[src/rtl/axi_slice_pkg.sv]
// Shared AXI slice definitions: burst encodings, 4 KB page constant, FSM state type
// and the beats-to-page-end helper used by the AR burst splitter.
package axi_slice_pkg;

  localparam logic [1:0] BURST_FIXED = 2'b00;
  localparam logic [1:0] BURST_INCR  = 2'b01;
  localparam logic [1:0] BURST_WRAP  = 2'b10;

  localparam int BOUNDARY_4K = 4096;

  typedef enum logic {
    IDLE  = 1'b0,
    ISSUE = 1'b1
  } ar_state_e;

  // addr must already be size-aligned, so the shift divides exactly.
  function automatic logic [12:0] beats_to_4k(input logic [11:0] addr, input logic [2:0] size);
    logic [12:0] w_bytes;
    w_bytes = 13'(BOUNDARY_4K) - {1'b0, addr};
    return w_bytes >> size;
  endfunction

endpackage

[src/rtl/axi_ar_split_calc.sv]
// Combinational sub-burst sizing: beats in the next sub-burst, whether it is the
// final one, and the aligned start address of the sub-burst after it.
module axi_ar_split_calc
  import axi_slice_pkg::*;
#(
  parameter int ADDR_WIDTH = 32,
  parameter int MAX_BEATS  = 16
) (
  input  logic [ADDR_WIDTH-1:0] i_addr,
  input  logic [2:0]            i_size,
  input  logic [1:0]            i_burst,
  input  logic [8:0]            i_rem,
  output logic [8:0]            o_beats,
  output logic [7:0]            o_len,
  output logic                  o_last,
  output logic [ADDR_WIDTH-1:0] o_next_addr
);

  logic                  w_incr;
  logic [ADDR_WIDTH-1:0] w_aligned;
  logic [12:0]           w_to_4k;
  logic [12:0]           w_lim;
  logic [12:0]           w_rem;
  logic [12:0]           w_beats;

  assign w_incr    = (i_burst == BURST_INCR);
  assign w_aligned = i_addr & ({ADDR_WIDTH{1'b1}} << i_size);
  assign w_to_4k   = beats_to_4k(w_aligned[11:0], i_size);
  assign w_lim     = (w_to_4k < 13'(MAX_BEATS)) ? w_to_4k : 13'(MAX_BEATS);
  assign w_rem     = {4'd0, i_rem};

  // Non-INCR bursts are never split: the whole request is one sub-burst.
  assign w_beats     = (!w_incr || (w_rem <= w_lim)) ? w_rem : w_lim;
  assign o_beats     = w_beats[8:0];
  assign o_len       = 8'(w_beats - 13'd1);
  assign o_last      = (w_beats == w_rem);
  assign o_next_addr = w_aligned + (ADDR_WIDTH'(w_beats) << i_size);

endmodule

[src/rtl/axi_ar_burst_splitter.sv]
// AR-channel burst splitter: re-issues each INCR request as sub-bursts of at most
// MAX_BEATS beats that never cross a 4 KB page; FIXED/WRAP pass through whole.
module axi_ar_burst_splitter
  import axi_slice_pkg::*;
#(
  parameter int ID_WIDTH   = 4,
  parameter int ADDR_WIDTH = 32,
  parameter int USER_WIDTH = 6,
  parameter int MAX_BEATS  = 16
) (
  input  logic                  clk_i,
  input  logic                  rst_ni,
  input  logic                  slave_valid_i,
  output logic                  slave_ready_o,
  input  logic [ADDR_WIDTH-1:0] slave_addr_i,
  input  logic [2:0]            slave_prot_i,
  input  logic [3:0]            slave_region_i,
  input  logic [7:0]            slave_len_i,
  input  logic [2:0]            slave_size_i,
  input  logic [1:0]            slave_burst_i,
  input  logic                  slave_lock_i,
  input  logic [3:0]            slave_cache_i,
  input  logic [3:0]            slave_qos_i,
  input  logic [ID_WIDTH-1:0]   slave_id_i,
  input  logic [USER_WIDTH-1:0] slave_user_i,
  output logic                  master_valid_o,
  input  logic                  master_ready_i,
  output logic [ADDR_WIDTH-1:0] master_addr_o,
  output logic [2:0]            master_prot_o,
  output logic [3:0]            master_region_o,
  output logic [7:0]            master_len_o,
  output logic [2:0]            master_size_o,
  output logic [1:0]            master_burst_o,
  output logic                  master_lock_o,
  output logic [3:0]            master_cache_o,
  output logic [3:0]            master_qos_o,
  output logic [ID_WIDTH-1:0]   master_id_o,
  output logic [USER_WIDTH-1:0] master_user_o,
  output logic                  master_split_last_o
);

  localparam int FW = ID_WIDTH + USER_WIDTH + 21;

  ar_state_e             r_state, w_state_nxt;
  logic                  r_valid, w_valid_nxt;
  logic [ADDR_WIDTH-1:0] r_m_addr, w_m_addr_nxt;
  logic [7:0]            r_m_len, w_m_len_nxt;
  logic                  r_m_last, w_m_last_nxt;
  logic [FW-1:0]         r_fields, w_fields_nxt;
  logic [ADDR_WIDTH-1:0] r_cur, w_cur_nxt;
  logic [8:0]            r_rem, w_rem_nxt;

  logic [ADDR_WIDTH-1:0] w_calc_addr, w_calc_next;
  logic [2:0]            w_calc_size;
  logic [1:0]            w_calc_burst;
  logic [8:0]            w_calc_rem, w_sub_beats;
  logic [7:0]            w_sub_len;
  logic                  w_sub_last;

  axi_ar_split_calc #(
    .ADDR_WIDTH (ADDR_WIDTH),
    .MAX_BEATS  (MAX_BEATS)
  ) u_calc (
    .i_addr      (w_calc_addr),
    .i_size      (w_calc_size),
    .i_burst     (w_calc_burst),
    .i_rem       (w_calc_rem),
    .o_beats     (w_sub_beats),
    .o_len       (w_sub_len),
    .o_last      (w_sub_last),
    .o_next_addr (w_calc_next)
  );

  assign slave_ready_o       = (r_state == IDLE);
  assign master_valid_o      = r_valid;
  assign master_addr_o       = r_m_addr;
  assign master_len_o        = r_m_len;
  assign master_split_last_o = r_m_last;
  assign {master_id_o, master_user_o, master_prot_o, master_region_o, master_size_o,
          master_burst_o, master_lock_o, master_cache_o, master_qos_o} = r_fields;

  // r_cur/r_rem always describe the sub-burst that follows the one on the outputs.
  always_comb begin
    w_state_nxt  = r_state;
    w_valid_nxt  = r_valid;
    w_m_addr_nxt = r_m_addr;
    w_m_len_nxt  = r_m_len;
    w_m_last_nxt = r_m_last;
    w_fields_nxt = r_fields;
    w_cur_nxt    = r_cur;
    w_rem_nxt    = r_rem;
    w_calc_addr  = r_cur;
    w_calc_rem   = r_rem;
    w_calc_size  = master_size_o;
    w_calc_burst = master_burst_o;
    case (r_state)
      IDLE: begin
        w_calc_addr  = slave_addr_i;
        w_calc_rem   = {1'b0, slave_len_i} + 9'd1;
        w_calc_size  = slave_size_i;
        w_calc_burst = slave_burst_i;
        if (slave_valid_i) begin
          w_state_nxt  = ISSUE;
          w_valid_nxt  = 1'b1;
          w_m_addr_nxt = slave_addr_i;
          w_m_len_nxt  = w_sub_len;
          w_m_last_nxt = w_sub_last;
          w_fields_nxt = {slave_id_i, slave_user_i, slave_prot_i, slave_region_i, slave_size_i,
                          slave_burst_i, slave_lock_i, slave_cache_i, slave_qos_i};
          w_cur_nxt    = w_calc_next;
          w_rem_nxt    = w_calc_rem - w_sub_beats;
        end
      end
      ISSUE: begin
        if (master_ready_i) begin
          if (r_m_last) begin
            w_state_nxt = IDLE;
            w_valid_nxt = 1'b0;
          end else begin
            w_m_addr_nxt = r_cur;
            w_m_len_nxt  = w_sub_len;
            w_m_last_nxt = w_sub_last;
            w_cur_nxt    = w_calc_next;
            w_rem_nxt    = r_rem - w_sub_beats;
          end
        end
      end
      default: w_state_nxt = IDLE;
    endcase
  end

  always_ff @(posedge clk_i or negedge rst_ni) begin
    if (!rst_ni) begin
      r_state  <= IDLE;
      r_valid  <= 1'b0;
      r_m_addr <= '0;
      r_m_len  <= '0;
      r_m_last <= 1'b0;
      r_fields <= '0;
      r_cur    <= '0;
      r_rem    <= '0;
    end else begin
      r_state  <= w_state_nxt;
      r_valid  <= w_valid_nxt;
      r_m_addr <= w_m_addr_nxt;
      r_m_len  <= w_m_len_nxt;
      r_m_last <= w_m_last_nxt;
      r_fields <= w_fields_nxt;
      r_cur    <= w_cur_nxt;
      r_rem    <= w_rem_nxt;
    end
  end

endmodule

[config.mk]
export PLATFORM = sky130hd
export DESIGN_NAME = axi_ar_burst_splitter
export DESIGN_NICKNAME = d
export VERILOG_FILES = /design/src/rtl/axi_slice_pkg.sv /design/src/rtl/axi_ar_split_calc.sv /design/src/rtl/axi_ar_burst_splitter.sv
export SDC_FILE = /design/constraint.sdc
export NUM_CORES = 1
export LEC_CHECK = 0
export CORE_AREA = 2 2 190 192
export CTS_CLUSTER_DIAMETER = 80
export DETAILED_ROUTE_END_ITERATION = 8
export DIE_AREA = 0 0 192 194
export DONT_BUFFER_PORTS = 1
export PLACE_DENSITY = 0.35
export SYNTH_ARGS = -nofsm -noshare
export SYNTH_HDL_FRONTEND = slang
export SYNTH_HIERARCHICAL = 1
export SYNTH_SLANG_ARGS = --single-unit
[constraint.sdc]
create_clock -name clk_i -period 13.74 [get_ports clk_i]
set_clock_uncertainty 0.05 [all_clocks]
set_input_delay 1.374 -clock clk_i [delete_from_list [all_inputs] [get_ports clk_i]]
set_output_delay 1.374 -clock clk_i [all_outputs]
set_load 0.005 [all_outputs]
==> results of run 1 <==
layer usage:
metal | up-vias | share of wire | global-route usage
met2 | 132 | 0.47 | 0.244
met4 | 2 | 0.015 | 0.0427
li1 | 3418 | - | -
met5 | - | 0.00047 | 0
met3 | 22 | 0.050 | 0.0431
met1 | 3441 | 0.47 | 0.205
sequential cells by signal, summed over array words and instances, names as in the netlist:
name / flops
r_state: 1
r_fields: 31
r_rem: 9
master_len_o: 8
r_cur: 32
master_addr_o: 32
master_valid_o: 1
master_split_last_o: 1
path summary, 6_finish.rpt:
kind / start / end / slack (ns)
setup reg to reg: r_state / r_cur[23] / 3.53
hold / removal: r_cur[15] / r_cur[15] / 0.41
min in group asynchronous: rst_ni / r_fields[9] / 0.59
setup / recovery: r_state / r_cur[23] / 3.53
hold reg to reg: r_cur[15] / r_cur[15] / 0.41
max in group asynchronous: rst_ni / master_addr_o[7] / 12.75
cells in the final DEF, fill, tap and decap left out, types with 9 or more instances in the layout:
master	instances
a21o_1	9
a21oi_1	37
and2_1	9
buf_4	15
clkbuf_16	17
dfrtp_1	114
ha_1	40
inv_1	42
mux2_2	105
nand2_1	189
nand2b_1	11
nand3_1	18
nor2_1	54
nor3_1	19
o211ai_1	9
o21a_1	12
o21ai_0	31
or3_1	10
xnor2_1	41
xor2_1	15
cell type report:
class / count / area (µm²)
fill: 3838 / 25400
multi-input combinational: 767 / 5450
sequential: 115 / 2880
tap: 461 / 577
clock buffer: 21 / 470
clock inverter: 11 / 199
inverter: 42 / 158
timing repair buffer: 15 / 113
cells by family (layout without fill, tap and decap cells):
kind of cell	Yosys count	after routing
fa+ha+maj	42	42
flops	115	115
mux	114	114
xor+xnor	56	56
compound gates	185	185
simple gates	362	362
buf+inv	89	89
other cells	2	8
power by group through the flow:
stage	logic (mW)	clock network, mW	registers, mW
3_5_place_dp	2.10	0	0.672
2_1_floorplan	1.62	0	0.599
5_1_grt	2.34	0.547	0.687
6_report	2.09	0.512	0.659
3_3_place_gp	2.13	0	0.675
4_1_cts	2.11	0.530	0.668
critical path, delay by kind of cell, from the launching register on:
kind            cells  cell delay (ns)
fa+ha+maj           3             0.80
compound gates     13             4.14
simple gates       14             2.78
buf+inv             2             0.40
flops               1             1.00
xor+xnor            1             0.15
mux                 1             0.78
metrics by stage:
step / hold slack, ns / instances
CTS: 0.415 / 1432
finish: 0.407 / 1432
detailed placement: 0.401 / 1400
global route: 0.424 / 1432
floorplan: 0.383 / 971
global placement: 0.393 / 1400
==> results.rst, run 1 <==
.. list-table::
   :header-rows: 1

   * - Metric
     - Value
   * - Status
     - complete, no violations
   * - Postcts setup bufs
     - 0
   * - Flip-flop and latch count after synthesis
     - around 120
   * - Drt first-iter violations
     - between 400 and 500
   * - Antenna cells
     - 0
   * - Total Die Area
     - 0.0372 mm²
   * - Netlist cell types
     - 79
   * - Clock network power share
     - 0.157
   * - Post-detailed-route wirelength per cell
     - ~19 µm
   * - CP endpoint kind
     - flip-flop
   * - Main combinational cell family by area after synthesis
     - simple AND/OR/NAND/NOR gates
   * - Number of flops mapped to enable cells by yosys
     - 0
   * - Switching part of the total power
     - 0.476
   * - Quantity of hold-fixing buffers added after cts
     - 0
   * - Fin util
     - 0.279
   * - Classification of the worst setup path
     - flip-flop to flip-flop
   * - Final-stage net count
     - between 1k and 1.5k
   * - Routability Congestion
     - roughly 0.78
   * - Share of synthesized cell area in full adder, half adder and majority cells
     - 0.0625
   * - Number of nets still failing antenna checks after routing
     - 0
   * - Simple-gate share of the synthesized area
     - 0.191
   * - Portion of the post-synthesis area used by sequential elements
     - 0.333
   * - Final Routed Wirelength
     - around 28 mm
   * - Number of setup violations in the final report
     - 0
   * - CTS Sinks
     - around 120
   * - Final-report hold violation count
     - 0
   * - Peak supply drop
     - roughly 0.10 mV
   * - Power consumption
     - about 3.3 mW
   * - Leading post-synthesis cells by instance count
     - nand2_1, dfrtp_1, mux2_2
   * - Congestion Overflow GR
     - 0
   * - Final cell area excluding filler cells
     - between 0.009 and 0.01 mm²
   * - Via density
     - a little under 5
   * - Data required time of the critical path
     - 14.06 ns
   * - Highest net fanout along the worst path
     - 39
   * - Mux share of post-synthesis cell area
     - 0.154
   * - RSZ-0062 raised after global routing
     - false
   * - Standard-cell row count
     - 69
   * - Reported net switching power
     - 1.55 mW
   * - Most used standard cell by instance count after synthesis
     - nand2_1
   * - XOR/XNOR Fraction of Synth Area
     - 0.0567
   * - Avg Synthesized Cell Area
     - between 8 and 9 µm²
   * - Wire length of the first global-routing pass
     - between 40 and 50 mm
   * - Maximum level of the CTS H-tree
     - 4
   * - Chip Height
     - between 150 and 200 µm
   * - Crit path top cell by count
     - nand2_1
   * - FF-to-FF path depth
     - 34
   * - Syn Inst Count
     - between 900 and 1k
   * - Number of maximum-capacitance violations
     - 0
   * - Largest cells by area after synthesis
     - dfrtp_1, mux2_2, nand2_1, ha_1, xnor2_1
   * - Power share of the combinational group
     - 0.641
   * - Least-Margin Pin Slew
     - about 0.98 ns
   * - Portion of the clock cycle consumed by the worst path in the final layout
     - 0.743
   * - Number of I/O port buffers
     - 0
   * - Post-CTS Resized
     - 0
   * - First-pass iteration count of the detailed router
     - 4
   * - Clk root buf
     - clkbuf_16
   * - Horizontal die dimension
     - approximately 190 µm
   * - Antenna violations before repair
     - 1
   * - Arrival time at the worst endpoint
     - approximately 11 ns
   * - Worst-case setup slack after placement
     - between 3 and 4 ns
   * - Maximum number of pins on one net before global-route repair
     - between 100 and 150
   * - Biggest cell delay along the critical path
     - 1.00 ns
   * - Clock tree from TritonCTS
     - done
   * - Worst hold path stage count
     - 2
   * - Setup tns final
     - 0 ns
   * - Remaining design rule violation count
     - 0
   * - Share of flip-flops with an asynchronous set or reset
     - 1.00
   * - Internal power
     - around 1.7 mW
   * - Hold Path Class
     - flip-flop to flip-flop
   * - Power density of the placed cells
     - 331 mW/mm²
   * - Number of global-route vias before repair
     - 7175
   * - Max-slew violation count
     - 0
   * - Worst slew margin relative to its limit
     - 0.346
   * - Dominant synthesized flop cell
     - dfrtp_1
   * - Category of the worst setup path launch point
     - flip-flop
   * - I/O pin count
     - ~150
   * - Fraction of final layout cells with drive strength greater than 1
     - 0.187
   * - Largest area contributor in the synthesized netlist
     - dfrtp_1
   * - Clock Latency Late Sink
     - about 0.43 ns
   * - Cell area after synthesis
     - between 0.008 and 0.009 mm²
   * - Synthesized-area fraction occupied by ao, oa, aoi and oai cells
     - 0.157
   * - Initial core utilization
     - 0.246
   * - Synth warn
     - 6
   * - Leakage power
     - between 4 and 5 nW
   * - Maximum frequency from static timing analysis
     - 97.9 MHz
   * - Proportion of netlist area held by the largest area contributor
     - 0.333
   * - Post-detailed-placement cell area
     - roughly 0.0092 mm²
   * - Overall via count from detail_route
     - 7015
   * - Critical-path top delay cell
     - dfrtp_2
   * - Crit path setup slack, layout
     - roughly 3.5 ns
   * - Clock buffer depth
     - 2
   * - GR Util All Layers
     - 0.154
   * - Final critical delay including setup and external delays
     - approximately 10 ns
   * - Number of CTS-inserted buffers
     - 17
   * - Part of the total power dissipated in sequential elements
     - 0.202
   * - Post-DP HPWL
     - between 20 and 25 mm
   * - Core Area
     - ~0.035 mm²
   * - Post-synthesis to final-layout area growth
     - 13.8%
   * - Clock-pin slew on the worst setup and hold paths
     - around 0.060 ns
No activity file was read; power rests on OpenSTA's default activity.
==> inputs of run 2 (changes only) <==
- clock period: 13.74 -> 10.2 ns (I/O delays scaled with it)
==> run 2 against run 1 <==
Sequential power up 33%. Fmax up 10%. Clock-buffer cell count down 2. Sequential share of layout area down 0.10 points. Flip-flop and latch count unchanged. Design area up 0.44%. Critical path depth down 2. Die area unchanged. Via count up 0.43%. Clock power up 20%. Critical endpoint is now r_cur[27]. Highest routed layer unchanged.
==> results.rst, run 2 (same netlist as run 1, synthesis figures left out) <==
.. list-table::
   :header-rows: 1

   * - Metric
     - Value
   * - Drt first-iter violations
     - roughly 340
   * - Number of CTS-inserted buffers
     - 17
   * - FF-to-FF path depth
     - 32
   * - Post-synthesis to final-layout area growth
     - 14.3%
   * - RSZ-0062 raised after global routing
     - false
   * - Startpoint of the most critical setup path
     - r_state
   * - Final-stage net count
     - between 1k and 1.5k
   * - Post-DP HPWL
     - 20.9 mm
   * - Congestion Overflow GR
     - 0
   * - Critical-path top delay cell
     - dfrtp_4
   * - Highest net fanout along the worst path
     - 19
   * - Number of global-route vias before repair
     - between 7k and 8k
   * - Quantity of hold-fixing buffers added after cts
     - 0
   * - Commonest non-fill, non-tap cell in the layout
     - nand2_1
   * - I/O pin count
     - approximately 150
   * - Routability Congestion
     - 0.813
   * - Number of setup violations in the final report
     - 0
   * - Clock Latency Late Sink
     - 0.44 ns
   * - Number of nets still failing antenna checks after routing
     - 0
   * - Classification of the worst setup path
     - flip-flop to flip-flop
   * - Clock buffer depth
     - 2
   * - Worst setup endpoint
     - r_cur[27]
   * - GR Util All Layers
     - 0.157
   * - Worst slew margin relative to its limit
     - 0.185
   * - Clock tree from TritonCTS
     - done
   * - CP endpoint kind
     - flip-flop
   * - Postcts setup bufs
     - 0
   * - Max-slew violation count
     - 0
   * - Filler Cells Inserted
     - between 3k and 4k
   * - Critical register-to-register path startpoint
     - r_state
   * - Final Routed Wirelength
     - between 20 and 30 mm
   * - Worst reg-to-reg setup slack
     - a little over 0.9 ns
   * - Number of instances in the placed design
     - around 1.4k
   * - Antenna cells
     - 0
   * - Horizontal die dimension
     - 192 µm
   * - Remaining design rule violation count
     - 0
   * - Setup tns final
     - 0 ns
   * - Power consumption
     - around 4.4 mW
   * - Min Hold Slack
     - roughly 0.23 ns
   * - Category of the worst setup path launch point
     - flip-flop
   * - Fraction of final layout cells with drive strength greater than 1
     - 0.199
   * - Sequential standard cell area
     - roughly 0.0029 mm²
   * - Clk root buf
     - clkbuf_16
   * - Wire length of the first global-routing pass
     - roughly 44 mm
   * - Antenna violations before repair
     - 3
   * - Critical register-to-register path endpoint
     - r_cur[27]
   * - Leading cell types in the layout, fill and taps excluded
     - nand2_1, dfrtp_1, mux2_2
   * - Biggest cell delay along the critical path
     - approximately 0.67 ns
   * - Data required time of the critical path
     - around 11 ns
   * - Overall via count from detail_route
     - 7045
   * - First-pass iteration count of the detailed router
     - 5
   * - Arrival time at the worst endpoint
     - 9.61 ns
   * - Maximum number of pins on one net before global-route repair
     - around 120
   * - Initial core utilization
     - 0.246
   * - Post-CTS Resized
     - 0
   * - Portion of the clock cycle consumed by the worst path in the final layout
     - 0.909
   * - Number of maximum-capacitance violations
     - 0
   * - Leakage power
     - between 4 and 5 nW
   * - CTS Sinks
     - about 120
   * - Status
     - complete, no violations
   * - Maximum frequency from static timing analysis
     - about 110 MHz
   * - Final critical delay including setup and external delays
     - just over 9 ns
   * - Crit path setup slack, layout
     - just over 0.9 ns
   * - Clock-pin slew on the worst setup and hold paths
     - 0.07 ns
   * - Number of I/O port buffers
     - 0
   * - Peak supply drop
     - between 0.15 and 0.2 mV
   * - Least-Margin Pin Slew
     - 1.21 ns
   * - Worst-case setup slack after placement
     - 0.688 ns
   * - Crit path top cell by count
     - nand2_1
   * - Maximum level of the CTS H-tree
     - 4
   * - Area of the multi-input gates
     - about 0.0054 mm²
   * - Power density of the placed cells
     - about 440 mW/mm²
   * - Hold Path Class
     - input port to asynchronous set/reset pin
   * - Core Area
     - roughly 0.035 mm²
   * - Standard-cell row count
     - between 60 and 70
   * - Final-report hold violation count
     - 0
   * - Post-detailed-route wirelength per cell
     - ~20 µm
   * - Via density
     - 4.87
   * - Total Die Area
     - between 0.03 and 0.04 mm²
   * - Chip Height
     - 194 µm
   * - Final Non-Filler Cells
     - between 1k and 1.5k
## run 2: worst max-delay path: cells and delay by family (launching register included)
| family | cells | cell delay, ns |
|---|---|---|
| simple gates | 12 | 2.37 |
| mux | 3 | 1.38 |
| fa+ha+maj | 3 | 0.94 |
| flops | 1 | 0.67 |
| xor+xnor | 1 | 0.16 |
| compound gates | 13 | 3.59 |
## run 2: worst min-delay path by stage
stage,from,endpoint,slack (ns)
after floorplan,r_cur[0],r_cur[0],0.38
after global placement,r_cur[3],r_cur[3],0.40
after detailed placement,r_cur[4],r_cur[4],0.40
after CTS,rst_ni,r_fields[13],0.18
after global routing,rst_ni,r_fields[7],0.20
final,rst_ni,r_rem[2],0.23
## run 2: per-stage QoR
stage	util	area, µm²
final	0.281	9890
after floorplan	-	8670
after global placement	0.264	9290
after CTS	0.281	9880
after detailed placement	0.264	9290
after global routing	0.281	9890
## run 2: power by group
part,total (mW),internal [mW],switching [mW]
Clock,0.614,0.369,0.245
Combinational,2.90,1.20,1.70
Sequential,0.876,0.692,0.184
Total,4.39,2.26,2.13
## run 2: cell type report
class | count | share of cell area
sequential | 115 | 0.291
clock buffer | 19 | 0.0448
tap | 461 | 0.0583
multi-input combinational | 767 | 0.551
inverter | 42 | 0.0159
timing repair buffer | 29 | 0.0233
clock inverter | 13 | 0.0152
## run 2: per-layer routing
| layer | global-route usage | vias up | wire length (µm) |
|---|---|---|---|
| met2 | 0.254 | 143 | 13400 |
| li1 | - | 3449 | - |
| met1 | 0.205 | 3414 | 12900 |
| met3 | 0.0389 | 33 | 1410 |
| met5 | 0 | - | 44 |
| met4 | 0.0509 | 6 | 460 |
